## config.mk

```make
export PLATFORM = sky130hd
export DESIGN_NAME = div_seq
export DESIGN_NICKNAME = d
export VERILOG_FILES = /design/src/rtl/div_seq.sv
export SDC_FILE = /design/constraint.sdc
export NUM_CORES = 1
export LEC_CHECK = 0
export CORE_ASPECT_RATIO = 1.1
export CORE_MARGIN = 2
export CORE_UTILIZATION = 55
export DETAILED_ROUTE_END_ITERATION = 7
export PLACE_DENSITY_LB_ADDON = 0.15
export SYNTH_ARGS = -nofsm -noshare
export SYNTH_HDL_FRONTEND = slang
export SYNTH_SLANG_ARGS = --single-unit
```

## constraint.sdc

```tcl
create_clock -name i_clk -period 3.2 [get_ports i_clk]
set_input_delay 0.64 -clock i_clk [delete_from_list [all_inputs] [get_ports i_clk]]
set_output_delay 0.64 -clock i_clk [all_outputs]
set_load 0.005 [all_outputs]
```

## src/rtl/div_seq.sv

```systemverilog
// div_seq: sequential restoring divider, one quotient bit per cycle.
// Signed (two's-complement) support is compiled in only when DIV_SEQ_SIGNED_EN is defined;
// otherwise i_signed is ignored and every operand is treated as unsigned.
module div_seq #(
    parameter int WIDTH = 16
) (
    input  logic             i_clk,
    input  logic             i_rst_n,
    input  logic             i_start,
    input  logic             i_signed,
    input  logic [WIDTH-1:0] i_dividend,
    input  logic [WIDTH-1:0] i_divisor,
    output logic             o_ready,
    output logic             o_done,
    output logic [WIDTH-1:0] o_quotient,
    output logic [WIDTH-1:0] o_remain,
    output logic             o_dbz,
    output logic             o_ovf
);
    localparam int CW = $clog2(WIDTH + 1);
    localparam logic [CW-1:0] LAST = CW'(WIDTH);

    typedef enum logic [1:0] {IDLE, OPERATE, FIX, DONE} state_t;

    state_t           state;
    logic [CW-1:0]    cnt;
    logic [WIDTH:0]   rem;
    logic [WIDTH-1:0] quo;
    logic [WIDTH-1:0] dvs;
    logic             q_neg;
    logic             r_neg;
    logic             ovf_pend;
    logic             sg;
    logic [WIDTH-1:0] a_abs;
    logic [WIDTH-1:0] b_abs;
    logic [WIDTH:0]   shifted;
    logic [WIDTH:0]   trial;
    logic             ovf_case;
    logic             unused_bits;

`ifdef DIV_SEQ_SIGNED_EN
    assign sg = i_signed;
`else
    assign sg = 1'b0;
`endif

    // The partial remainder never exceeds the divisor after a step, so its top bit is only
    // meaningful inside the trial subtraction.
    assign unused_bits = ^{rem[WIDTH], i_signed};

    assign a_abs    = (sg && i_dividend[WIDTH-1]) ? -i_dividend : i_dividend;
    assign b_abs    = (sg && i_divisor[WIDTH-1]) ? -i_divisor : i_divisor;
    assign shifted  = {rem[WIDTH-1:0], quo[WIDTH-1]};
    assign trial    = shifted - {1'b0, dvs};
    assign ovf_case = sg && (i_dividend == {1'b1, {(WIDTH-1){1'b0}}}) && (&i_divisor);

    // Control FSM and datapath: accept, WIDTH restoring steps, sign fix-up, one-cycle done.
    always_ff @(posedge i_clk or negedge i_rst_n) begin
        if (!i_rst_n) begin
            state      <= IDLE;
            cnt        <= '0;
            rem        <= '0;
            quo        <= '0;
            dvs        <= '0;
            q_neg      <= 1'b0;
            r_neg      <= 1'b0;
            ovf_pend   <= 1'b0;
            o_ready    <= 1'b1;
            o_done     <= 1'b0;
            o_quotient <= '0;
            o_remain   <= '0;
            o_dbz      <= 1'b0;
            o_ovf      <= 1'b0;
        end else begin
            case (state)
                IDLE: if (i_start) begin
                    o_ready    <= 1'b0;
                    o_quotient <= '0;
                    o_remain   <= '0;
                    o_dbz      <= 1'b0;
                    o_ovf      <= 1'b0;
                    cnt        <= '0;
                    if (i_divisor == '0) begin
                        state      <= DONE;
                        o_done     <= 1'b1;
                        o_dbz      <= 1'b1;
                        o_quotient <= '1;
                        o_remain   <= i_dividend;
                    end else begin
                        state    <= OPERATE;
                        rem      <= '0;
                        quo      <= a_abs;
                        dvs      <= b_abs;
                        q_neg    <= sg && (i_dividend[WIDTH-1] ^ i_divisor[WIDTH-1]);
                        r_neg    <= sg && i_dividend[WIDTH-1];
                        ovf_pend <= ovf_case;
                    end
                end
                OPERATE: if (cnt == LAST) begin
                    state <= FIX;
                end else begin
                    cnt <= cnt + 1'b1;
                    rem <= trial[WIDTH] ? shifted : trial;
                    quo <= {quo[WIDTH-2:0], ~trial[WIDTH]};
                end
                FIX: begin
                    o_quotient <= q_neg ? -quo : quo;
                    o_remain   <= r_neg ? -rem[WIDTH-1:0] : rem[WIDTH-1:0];
                    o_ovf      <= ovf_pend;
                    o_done     <= 1'b1;
                    state      <= DONE;
                end
                default: begin
                    o_done  <= 1'b0;
                    o_ready <= 1'b1;
                    state   <= IDLE;
                end
            endcase
        end
    end
endmodule

```

### Word-level counts from Yosys, hierarchy flattened

Cells that the tools add are included.

| operators by class | value |
|---|---|
| add/subtract/negate cells | 2 |
| equality and inequality tests | 8 |
| muxes and demuxes | 29 |
| bitwise logic cells | 4 |
| reduce and logical (&&, ||, !) cells | 13 |

Operators with widths:

| cell | count |
|---|---|
| 16-bit two-way mux | 11 |
| 16-bit one-hot mux with 2 select lines | 4 |
| 17-bit by 16-bit subtractor with 17-bit output | 1 |
| 16-bit logical NOT | 1 |
| 5-bit two-way mux | 2 |
| 2-bit inequality test, second input constant | 5 |
| 5-bit one-hot mux with 2 select lines | 1 |
| 3-bit AND reduction | 3 |
| 2-bit AND reduction | 4 |
| 2-bit two-way mux | 3 |
| 2-bit one-hot mux with 3 select lines | 1 |
| 5-bit by 1-bit adder with 5-bit output, second input constant | 1 |
| 5-bit equality test, second input constant | 1 |
| 1-bit two-way mux | 4 |
| 1-bit inverter | 4 |
| 1-bit one-hot mux with 2 select lines | 2 |
| 4-bit AND reduction | 1 |
| 2-bit nonzero test | 2 |
| 1-bit one-hot mux with 3 select lines | 1 |
| 2-bit by 1-bit equality test with 1-bit output, second input constant | 1 |
| 2-bit equality test, second input constant | 1 |
| 2-bit logical NOT | 1 |
| 2-bit OR reduction | 1 |

| word-level totals | value |
|---|---|
| flip-flop bits (word level) | 91 |
| bits of input ports | 36 |
| output and inout port bits | 36 |
| word-level logic and storage cells | 67 |

### Longest topological paths before layout

| depth | value |
|---|---|
| depth after elaboration | 4 |
| gate-level depth with buffers | 11 |
| gate-level depth less buffers | 10 |

### Worst setup path before layout

OpenSTA, ideal clock, no wires.

| timing path | value |
|---|---|
| kind | register -> register |
| start | register quo[15] |
| end | register rem[10] |
| arrival time | 2.376 ns |
| required time | 3.068 ns |
| setup slack | 0.691 ns |
| cell stages (with the launch flop) | 12 |
| path buffers | 1 |
| cell sequence | dfrtp_1 > inv_1 > ha_1 > inv_1 > fa_1 > a211oi_2 > o211ai_1 > a2111o_1 > o2111ai_2 > buf_8 > mux2i_1 > o21ai_1 |

| on the way | value |
|---|---|
| cells in the longest elaborated chain, start to end | 4 |

RTL lines:

| item | RTL line | source |
|---|---|---|
| from (decl) | 28 | `logic [WIDTH-1:0] quo;` |
| from (signal assigned) | 92 | `quo <= a_abs;` |
| from (signal assigned) | 104 | `quo <= {quo[WIDTH-2:0], ~trial[WIDTH]};` |
| 17-bit by 16-bit subtractor with 17-bit output | 54 | `assign trial = shifted - {1'b0, dvs};` |
| 16-bit two-way mux | 103 | `rem <= trial[WIDTH] ? shifted : trial;` |
| 16-bit two-way mux | 99 | `OPERATE: if (cnt == LAST) begin` |
| 16-bit one-hot mux with 2 select lines | 75 | `case (state)` |
| to (signal assigned) | 103 |  |
| to (decl) | 27 | `logic [WIDTH:0] rem;` |

Every way passes these cells. The select of a mux whose other input is x is not followed.
A chain may end at the register's enable or synchronous reset.

### Worst setup path after layout

| timing path | value |
|---|---|
| start | register quo[15] |
| end | register rem[4] |

The elaborated chain is that of the path after synthesis.

==> metrics.md <==
| Metric | Value |
|---|---|
| Worst hold path class | in -> async |
| Overflow after GRT | 0 |
| Cells after Synth | 578 |
| Setup CP Type | reg -> reg |
| Initial Util | 57.2% |
| Fmax | 0.344 GHz |
| Floorplan Core Area | 8920 um2 |
| Final WL | 11800 um |
| CTS root buf | clkbuf_8 |
| Syn nets | 637 |
| CP Max Fanout | 22 |
| Slew Limit Fails | 0 |
| HPWL Detailed | 8700 um |
| Synth top area share | 43.7% |
| Place WS | 0.347 ns |
| Vert. Die Dim | 105 um |
| Clock buffer depth | 2 |
| Gpl congestion | 0.975 |
| Slew headroom | 26.3% |
| Clk sink count | 90 |
| PwrDens | 965 nW/um2 |
| Post-CTS sizing | 0 |
| Site Rows | 36 |
| Final Cell Area | 6060 um2 |
| Clock power frac | 12.4% |
| Static Leak | 2.58 nW |
| Cts hold-fix bufs | 0 |
| Most frequent cell after synthesis | dfrtp_1 |
| Post-synth top area cell | dfrtp_1 |
| Layout area overhead | 18.9% |
| Worst Path Required | 3.44 ns |
| RSZ-0062 raised after global routing | no |
| Multi-input gate area | 2590 um2 |
| Clock slew at reported path FFs | 0.10 ns |
| Worst R2R Start | quo[15] |
| CTS tree | built |
| #FFs+latches synth | 90 |
| Register Area | 2250 um2 |
| Clk_lat worst skew | 0.37 ns |
| Number of detailed-route iterations in the first pass | 4 |
| Setup ws final | 0.292 ns |
| Max cap viols | 0 |
| Critical Path Source | quo[15] |
| Die X | 95.8 um |
| Crit path DAT | 3.15 ns |
| Comb pwr share | 54.8% |
| Top post-synthesis cells by area | dfrtp_1 (44%), mux2i_1 (6.1%), nand2_1 (5.9%) |
| First DRT Iteration DRCs | 175 |
| Total Nets Final | 694 |
| Register area share after synthesis | 44.2% |
| Final Power | 5.85 mW |
| DP Area | 5890 um2 |
| Crit Reg-Reg Endpoint | rem[4] |
| Pint | 3.36 mW |
| Post-synth cell types | 59 |
| Largest net degree at the start of global routing | 91 |
| First-pass GRT wire length | 19400 um |
| Post-route insts no fill | 754 |
| Antenna diodes | 0 |
| Fraction of layout cells with a size suffix above 1 | 5.63% |
| Die footprint | 10100 um2 |
| Setup crit start kind | flip-flop |
| Total of warnings raised by yosys | 0 |
| FFs w/ async S/R, synth | 100% |
| Period utilization | 90.9% |
| CTS buffer count | 9 |
| Hold WS | 0.471 ns |
| Worst R2R Path Depth | 11 |
| Total number of vias | 4321 |
| Setup crit end | rem[4] |
| # IOs | 72 |
| Endpoint type of the worst setup path | flip-flop |
| Post-synth EDFFs | 0 |
| Finished Core Util | 68.0% |
| Routed len/inst | 15.6 um |
| Measured slew at the worst slew-check pin | 1.11 ns |
| Status | finished clean |
| Drc violations | 0 |
| Number of fill cells | 733 |
| VDD IR-drop max | 0.000492 V |
| Antenna Nets Post-Route | 0 |
| Post-CTS Setup Repair Bufs | 0 |
| Worst Clk Skew | 0.0125 ns |
| Sequential share of power | 32.8% |
| Final setup TNS | 0 ns |
| Mapped cell area | 5100 um2 |
| Most frequent cells after synthesis | dfrtp_1 (89), nand2_1 (80), a21oi_1 (56) |
| DP Cell Count | 738 |
| Antenna violations before repair | 0 |
| Worst reg2reg setup slack | 0.29 ns |
| Ys flop type | dfrtp_1 |
| Vias in the first global route | 4129 |
| Min Tclk post-route | 2.91 ns |
| Sw Ratio | 42.6% |
| All-Layer GR Usage | 24.2% |
| Htree depth | 3 |
| Syn Area/Cell | 8.82 um2 |
| NetSw | 2.49 mW |
| Endpoints failing setup | 0 |
| Via density | 5.73 |
| Final Hold Vio Count | 0 |
| Port Buffers | 69 |
-- power by group through the flow --
| stage | combinational [mW] | sequential, mW | clock [mW] |
|---|---|---|---|
| 6_report | 3.21 | 1.92 | 0.727 |
| 5_1_grt | 3.59 | 1.97 | 0.783 |
| 4_1_cts | 3.22 | 1.92 | 0.738 |
| 3_5_place_dp | 3.21 | 1.94 | 0 |
| 3_3_place_gp | 3.09 | 1.92 | 0 |
| 2_1_floorplan | 2.19 | 1.89 | 0 |
-- logic make-up (layout without fill, tap and decap cells) --
| logic type | after synthesis | count (layout) | share of synthesized area, % |
|---|---|---|---|
| XOR/XNOR | 10 | 10 | 1.72 |
| adder cells (fa/ha/maj) | 23 | 23 | 5.79 |
| other | 1 | 1 | 0.0735 |
| AND/OR/NAND/NOR | 186 | 186 | 16.4 |
| AO/OA/AOI/OAI | 174 | 174 | 20.0 |
| buffers and inverters | 61 | 123 | 5.30 |
| flip-flops | 90 | 90 | 44.2 |
| multiplexers | 33 | 33 | 6.53 |
-- cell usage in the layout, fill, tap and decap left out, types with 5 or more instances in the layout --
master           synthesis  final
a31oi_1                 19     19
nand2_1                 80     80
ha_1                    22     22
nor2_1                  46     46
clkbuf_8                 0      9
o211ai_1                 5      5
nand4_1                  6      6
dfrtp_1                 89     89
o21ai_0                 47     47
inv_1                   24     24
a21o_1                   7      7
o21ai_1                 15     14
xnor2_1                  6      6
nand2b_1                 5      5
a21oi_1                 56     56
nand3_1                 24     24
mux2i_1                 31     31
clkdlybuf4s50_1          0     68
buf_4                    1     12
nor4_1                   6      6
-- layout make-up --
cell class	instances	area share (%)
sequential	90	37.2
timing repair buffer	82	13.4
clock buffer	9	2.04
clock inverter	7	0.867
tap	114	2.35
multi-input combinational	427	42.7
inverter	25	1.55
-- flip-flops by register name (all words and copies together) (netlist names) --
signal / count
o_remain: 16
o_ready: 1
o_dbz: 1
quo: 16
o_quotient: 16
o_done: 1
rem: 16
cnt: 5
dvs: 16
state: 2
-- worst min-delay path by stage --
stage	to	slack, ns	cells past startpoint
global route	o_dbz	0.54	1
floorplan	cnt[0]	0.34	0
CTS	o_ready	0.50	2
global placement	quo[11]	0.49	2
finish	cnt[4]	0.47	1
detailed placement	o_ready	0.49	2
-- routing by layer --
layer  global-route usage, %  vias up  share of wire [%]  wire length [um]
met3                    3.03       18                4.8               568
met1                    33.4     2044                 45              5280
met5                       0        -                  0                 0
met4                    8.06        0                1.8               211
li1                        -     2149                  -                 -
met2                    39.4      110                 48              5700
-- critical path, stage by stage, from the launching register on --
cell and delay (ns):
dfrtp_1 0.42, inv_1 0.10, ha_1 0.20, inv_1 0.06, fa_1 0.43, a211oi_2 0.24, o211ai_1 0.23, a2111o_1 0.45
o2111ai_2 0.12, buf_12 0.21, mux2i_1 0.22, o21ai_1 0.08
Power figures use the tool's default switching activity.
